File: src/rtl/logic_op_pipe.sv
// Bitwise logic unit: eight ops, accumulator-as-B, one registered result stage.
// Define LOGIC_OP_PARITY_EN to add the registered parity output.
module logic_op_pipe #(
   parameter int               WIDTH    = 8,
   parameter logic [WIDTH-1:0] ACC_INIT = '0
) (
   input  logic             clk,
   input  logic             rst_n,
   input  logic             ena,
   input  logic             in_valid,
   output logic             in_ready,
   input  logic [WIDTH-1:0] a,
   input  logic [WIDTH-1:0] b,
   input  logic [2:0]       op,
   input  logic             acc_sel,
   input  logic             acc_clr,
   output logic             out_valid,
   input  logic             out_ready,
   output logic [WIDTH-1:0] result,
   output logic             result_zero,
`ifdef LOGIC_OP_PARITY_EN
   output logic             parity,
`endif
   output logic [WIDTH-1:0] acc
);

   logic             valid_q, valid_d;
   logic [WIDTH-1:0] res_q, res_d;
   logic             zero_q, zero_d;
   logic [WIDTH-1:0] acc_q, acc_d;
   logic [WIDTH-1:0] opb;
   logic [WIDTH-1:0] calc;
   logic             accept;

   assign in_ready = ena & (~valid_q | out_ready);
   assign accept   = in_valid & in_ready;
   assign opb      = acc_sel ? acc_q : b;

   always_comb begin
      calc = '0;
      unique case (op)
         3'b000: calc = a & opb;
         3'b001: calc = a | opb;
         3'b010: calc = a ^ opb;
         3'b011: calc = ~(a & opb);
         3'b100: calc = ~(a | opb);
         3'b101: calc = ~(a ^ opb);
         3'b110: calc = a;
         3'b111: calc = ~a;
      endcase
   end

   always_comb begin
      valid_d = valid_q;
      res_d   = res_q;
      zero_d  = zero_q;
      if (accept) begin
         valid_d = 1'b1;
         res_d   = calc;
         zero_d  = (calc == '0);
      end else if (out_ready) begin
         valid_d = 1'b0;
      end
   end

   // Clear takes priority over the accept-time update.
   always_comb begin
      acc_d = acc_q;
      if (acc_clr)
         acc_d = ACC_INIT;
      else if (accept)
         acc_d = calc;
   end

   always_ff @(posedge clk or negedge rst_n) begin
      if (!rst_n) begin
         valid_q <= 1'b0;
         res_q   <= '0;
         zero_q  <= 1'b1;
         acc_q   <= ACC_INIT;
      end else begin
         valid_q <= valid_d;
         res_q   <= res_d;
         zero_q  <= zero_d;
         acc_q   <= acc_d;
      end
   end

`ifdef LOGIC_OP_PARITY_EN
   logic par_q, par_d;

   always_comb begin
      par_d = par_q;
      if (accept)
         par_d = ^calc;
   end

   always_ff @(posedge clk or negedge rst_n) begin
      if (!rst_n)
         par_q <= 1'b0;
      else
         par_q <= par_d;
   end

   assign parity = par_q;
`endif

   assign out_valid   = valid_q;
   assign result      = res_q;
   assign result_zero = zero_q;
   assign acc         = acc_q;

endmodule

File: config.mk
export PLATFORM = sky130hd
export DESIGN_NAME = logic_op_pipe
export DESIGN_NICKNAME = d
export VERILOG_FILES = /design/src/rtl/logic_op_pipe.sv
export SDC_FILE = /design/constraint.sdc
export NUM_CORES = 1
export LEC_CHECK = 0
export CORE_MARGIN = 10
export CORE_UTILIZATION = 53
export DETAILED_ROUTE_END_ITERATION = 8
export PLACE_DENSITY = 0.86
export SLEW_MARGIN = 0
export SYNTH_ARGS = -nofsm -noshare
export SYNTH_HDL_FRONTEND = slang
export SYNTH_SLANG_ARGS = --single-unit
export TNS_END_PERCENT = 5
File: constraint.sdc
create_clock -name clk -period 4.8 [get_ports clk]
set_clock_uncertainty 0.1 [all_clocks]
set_input_delay 0.96 -clock clk [delete_from_list [all_inputs] [get_ports clk]]
set_output_delay 0.96 -clock clk [all_outputs]
set_load 0.1 [all_outputs]
### Yosys cells after proc, flatten, opt, wreduce, memory -nomap -nowiden

Index checks and enable logic that the tools add are counted.

| storage, ports and cells | value |
|---|---|
| bits in registers | 18 |
| input port bits | 26 |
| output and inout bits | 19 |
| word-level logic and storage cells | 32 |

| operators by class | value |
|---|---|
| eq/ne operators | 7 |
| mux-type cells | 6 |
| bitwise logic cells | 11 |
| reductions and logical operators | 4 |

Operators with widths:

| kind | number |
|---|---|
| case mux 8 bit (8 select lines) | 1 |
| inverter 8 bit | 4 |
| 2-to-1 mux 8 bit | 3 |
| == test 3 bit, second input constant | 4 |
| AND 8 bit | 1 |
| zero test 8 bit | 1 |
| OR 8 bit | 1 |
| XOR 8 bit | 1 |
| == test 3 x 2 -> 1 bit, second input constant | 2 |
| nonzero test 2 bit | 2 |
| == test 3 x 1 -> 1 bit, second input constant | 1 |
| zero test 3 bit | 1 |
| AND 1 bit | 2 |
| 2-to-1 mux 1 bit | 2 |
| inverter 1 bit | 1 |
| OR 1 bit | 1 |

### Longest topological paths before layout

| logic depth | value |
|---|---|
| depth in word-level cells | 6 |
| mapped depth | 10 |
| depth with buffers taken out | 9 |

### Worst setup path after synthesis

OpenSTA, ideal clock, no wires.

| timing path | value |
|---|---|
| path kind | input to register |
| start point | input acc_sel |
| end point | register zero_q (netlist: result_zero) |
| setup time | 0.080 ns |
| arrival | 2.979 ns |
| required time | 4.620 ns |
| setup slack | 1.641 ns |
| stages | 9 |
| path buffers | 1 |
| path through | clkbuf_1 mux2i_1 ha_1 or3b_1 o21ai_1 a21oi_1 a311oi_2 nor2_1 a32o_1 |

| between the ends | value |
|---|---|
| cells in the longest elaborated chain, start to end | 5 |
| elaborated cells between the ends (all ways) | 9 |
| classes of those cells | mux (2); bitwise (6); reduce/logical (1) |

RTL lines:

| element | line | text |
|---|---|---|
| start: declaration | 15 | `input logic acc_sel,` |
| 2-to-1 mux 8 bit (*) | 37 | `assign opb = acc_sel ? acc_q : b;` |
| XOR 8 bit (tied with other cells) | 44, 47 |  |
| inverter 8 bit (on tied branches) | 47, 45, 46 |  |
| case mux 8 bit (8 select lines) (*) | 41 | `unique case (op)` |
| zero test 8 bit (*) | 60 | `zero_d = (calc == '0);` |
| end signal: assignment | 84 | `zero_q <= zero_d;` |
| end: declaration | 29 | `logic zero_q, zero_d;` |

Every way passes the cells marked *; elsewhere a longest branch is shown, timed or not.
A chain may end at the register's enable or synchronous reset.

### Worst setup path in the final report

Ends and elaborated chain as after synthesis.

==> results.txt <==
After synthesis, the cell types taking the most area are sky130_fd_sc_hd__dfrtp_1 (25%), sky130_fd_sc_hd__ha_1 (12%), sky130_fd_sc_hd__nand2_1 (6.6%). The area of the placeable core is 3078 sq um. The routed design could run at a clock period as short as 3.484 ns. The number of warnings reported in the yosys synthesis log came out at 0.

The total of fill cells in the finished design came out at 245. The post-route DRC violation count is 0. STA classifies the critical path endpoint as a register. The via density per instance is 5.597. The final RePlAce weighted congestion is 0.7700. The sum of internal, switching and leakage power came out at 0.6168 mW.

The TritonCTS sink count is 18. The library cell used most frequently in the layout, excluding fill and tap cells, is sky130_fd_sc_hd__clkdlybuf4s50_1. The initialized floorplan defines 20 standard-cell rows. The half-perimeter wire length after detailed placement came out at 3.395 mm. The power density over the cells came out at 286.9 nW/um^2.

Setup repair after global routing left no endpoint under its margin. The total iterations of the first detailed-routing run came out at 4. The worst-margin pin slew is 1.037 ns. The die area came out at 5909 sq um. The detailed-route wire length is 4.299 mm. The tightest hold margin is 0.3878 ns. The worst setup path is launched from a primary input. Gates resized during post-CTS repair numbered 0. The initial antenna violation count came out at 0. The floorplan step set the die width to 76.87 microns. The I/O pin count came out at 45.

The number of pins with negative max-slew slack in the final report came out at 0. The repair_antennas step left the layout with diodes totalling 0. The number of hold buffers added after CTS was 0.

The average routed wire per standard cell is 15.19 microns. The aggregate global-route resource usage came out at 14.05%. The total overflow reported by the global router is 0. The setup path with the least slack is of type primary input to register. Measured against its own limit, the worst slew margin works out to 30.65%. The share of final-layout standard cells stronger than drive strength 1 came out at 9.205%. Once detail routing completed, the nets flagged for antenna violations numbered 0. The final total negative setup slack came out at 0 ns. The final number of hold-violating endpoints was 0. For the worst setup path, the data arrival time is 3.63 ns. The buffer depth of the longest clock path is 2. The number of storage elements in the synthesis netlist came out at 18.

The clock tree from TritonCTS is built. The top flip-flop cell by instance count after synthesis is sky130_fd_sc_hd__dfrtp_1. The synthesized cell area is 1714 sq um. The total placed cells including tap cells is 279. The later-pin clock latency in the skew report is 0.30 ns. The root cell of the clock tree is sky130_fd_sc_hd__clkbuf_4.

Along the worst path, the maximum fanout reaches 8. The largest voltage drop on the vdd net is 0.0002245 V. The unique cell type count in the Yosys netlist is 50. The wire length of the first global-routing pass is 7.031 mm. The sequential area share after synthesis came out at 26.35%. The utilization of the core after routing is 69.84%. The count of placed standard cells in the final layout, fillers left out is 283. The required time at the worst-slack endpoint is 4.95 ns.

For this run, asynchronously set or reset flops after synthesis account for 100.0%. The via count of the first global-routing pass came out at 1493. In the finished design, the share of the clock period the worst path needs comes to 72.58%.

Dividing the synthesized area by the synthesized cell count gives 8.444 sq um. The final setup violation count is 0. The buffer count from post-CTS setup fixing is 0. The vertical die dimension is 76.87 microns. The number of instances in the synthesized netlist came out at 203.

The pin count of the biggest net entering global routing came out at 31. The number of nets handed over by synthesis was 245. The H-tree depth came out at 1. The count of max-cap constraint violations came out at 0.

The number of nets at the end of the flow is 282. The area share of the largest cell type after synthesis came out at 24.82%. Static timing analysis puts the maximum clock frequency at 287.0 MHz.

The number of design-rule violations left by the first detailed-router iteration is 102. The kind of path behind the tightest hold check is register to register. The number of buffers added by the clock tree synthesis step is 3. The layout-stage area growth over the synthesis result came out at 25.40%. The routed layout has 1584 vias. The number of flops mapped to enable cells by yosys came out at 0. The clock transition at the registers of the reported paths came out at 0.10 ns. The biggest area contributor in the post-synthesis netlist is sky130_fd_sc_hd__dfrtp_1. In this run the static leakage power is 0.9781 nW. Leaving out fill and tap cells, the most frequent cells in the layout are sky130_fd_sc_hd__clkdlybuf4s50_1 (43), sky130_fd_sc_hd__nand2_1 (30), sky130_fd_sc_hd__dfrtp_1 (17).

In this run the tool buffered the top-level ports with 44 buffer cells. The starting utilization of the core area is 55.69%. The run finished with clean final reports.
-- area by class of cell --
class | count | area [sq um] | area share [%]
multi-input combinational | 153 | 1084 | 50.41
timing repair buffer | 46 | 452.9 | 21.07
sequential | 18 | 451.7 | 21.01
inverter | 18 | 70.07 | 3.260
tap | 44 | 55.05 | 2.561
clock buffer | 4 | 36.28 | 1.688
-- power breakdown --
| group | switching (mW) | leakage [nW] | internal [mW] |
|---|---|---|---|
| combinational | 0.237 | 0.729 | 0.102 |
| clock | 0.0487 | 0.0210 | 0.0463 |
| sequential | 0.0117 | 0.228 | 0.170 |
-- metrics by stage --
step / setup slack (ns) / cell area [sq um]
CTS: 1.353 / 2150
floorplan: 1.641 / 1714
global placement: 1.104 / 2113
finish: 1.316 / 2150
global route: 1.219 / 2150
detailed placement: 1.039 / 2113
-- cell usage after synthesis (all sizes together) (2+ instances only) --
library cell,instances
nand2b,5
a21oi,15
inv,18
a211oi,8
o21ai,8
nor4,3
mux2i,8
nand2,30
ha,16
buf,12
or3b,2
or2,2
xor2,2
nor3,4
a211o,3
and2,3
a311oi,3
or3,2
dfrtp,17
mux4,2
xnor2,4
nor2b,4
o211ai,2
nor2,15
clkbuf,2
o22ai,2
-- sequential cells by signal (all words and copies together), names as in the netlist --
register,flops
acc,8
result,8
out_valid,1
result_zero,1
-- logic make-up after synthesis --
group	Yosys count	synth area share, %
AOI/OAI and AO/OA	50	21.31
xor gates and xnor gates	6	3.066
adders and majority gates	16	11.68
buffers and inverters	32	10.44
DFF	18	26.35
muxes	10	7.299
and+or+nand+nor	71	19.85
-- worst paths after layout --
| check | start | end | slack (ns) | cells past startpoint |
|---|---|---|---|---|
| worst min-delay path | result[2] | result[2] | 0.39 | 2 |
| min in group asynchronous | rst_n | acc[2] | 1.01 | 1 |
| worst min register to register | result[2] | result[2] | 0.39 | 2 |
| worst max register to register | acc[0] | result_zero | 2.42 | 8 |
| worst max-delay path | acc_sel | result_zero | 1.32 | 9 |
| max in group asynchronous | rst_n | acc[7] | 3.10 | 1 |
-- layer usage --
layer,up-vias,GRT usage [%],part of all wire (%)
li1,784,-,-
met1,751,16.84,44
met2,47,22.85,48
met3,2,5.711,7.6
met4,0,3.160,0.40
met5,-,0,0
-- worst max-delay path, stage by stage --
cell                              delay, ns
sky130_fd_sc_hd__clkdlybuf4s50_1       0.79
sky130_fd_sc_hd__mux2i_1               0.29
sky130_fd_sc_hd__ha_1                  0.29
sky130_fd_sc_hd__a21oi_2               0.13
sky130_fd_sc_hd__a311oi_1              0.07
sky130_fd_sc_hd__a311oi_1              0.42
sky130_fd_sc_hd__o211ai_1              0.18
sky130_fd_sc_hd__nor4_2                0.30
sky130_fd_sc_hd__a32o_1                0.20
Power figures use the tool's default switching activity.
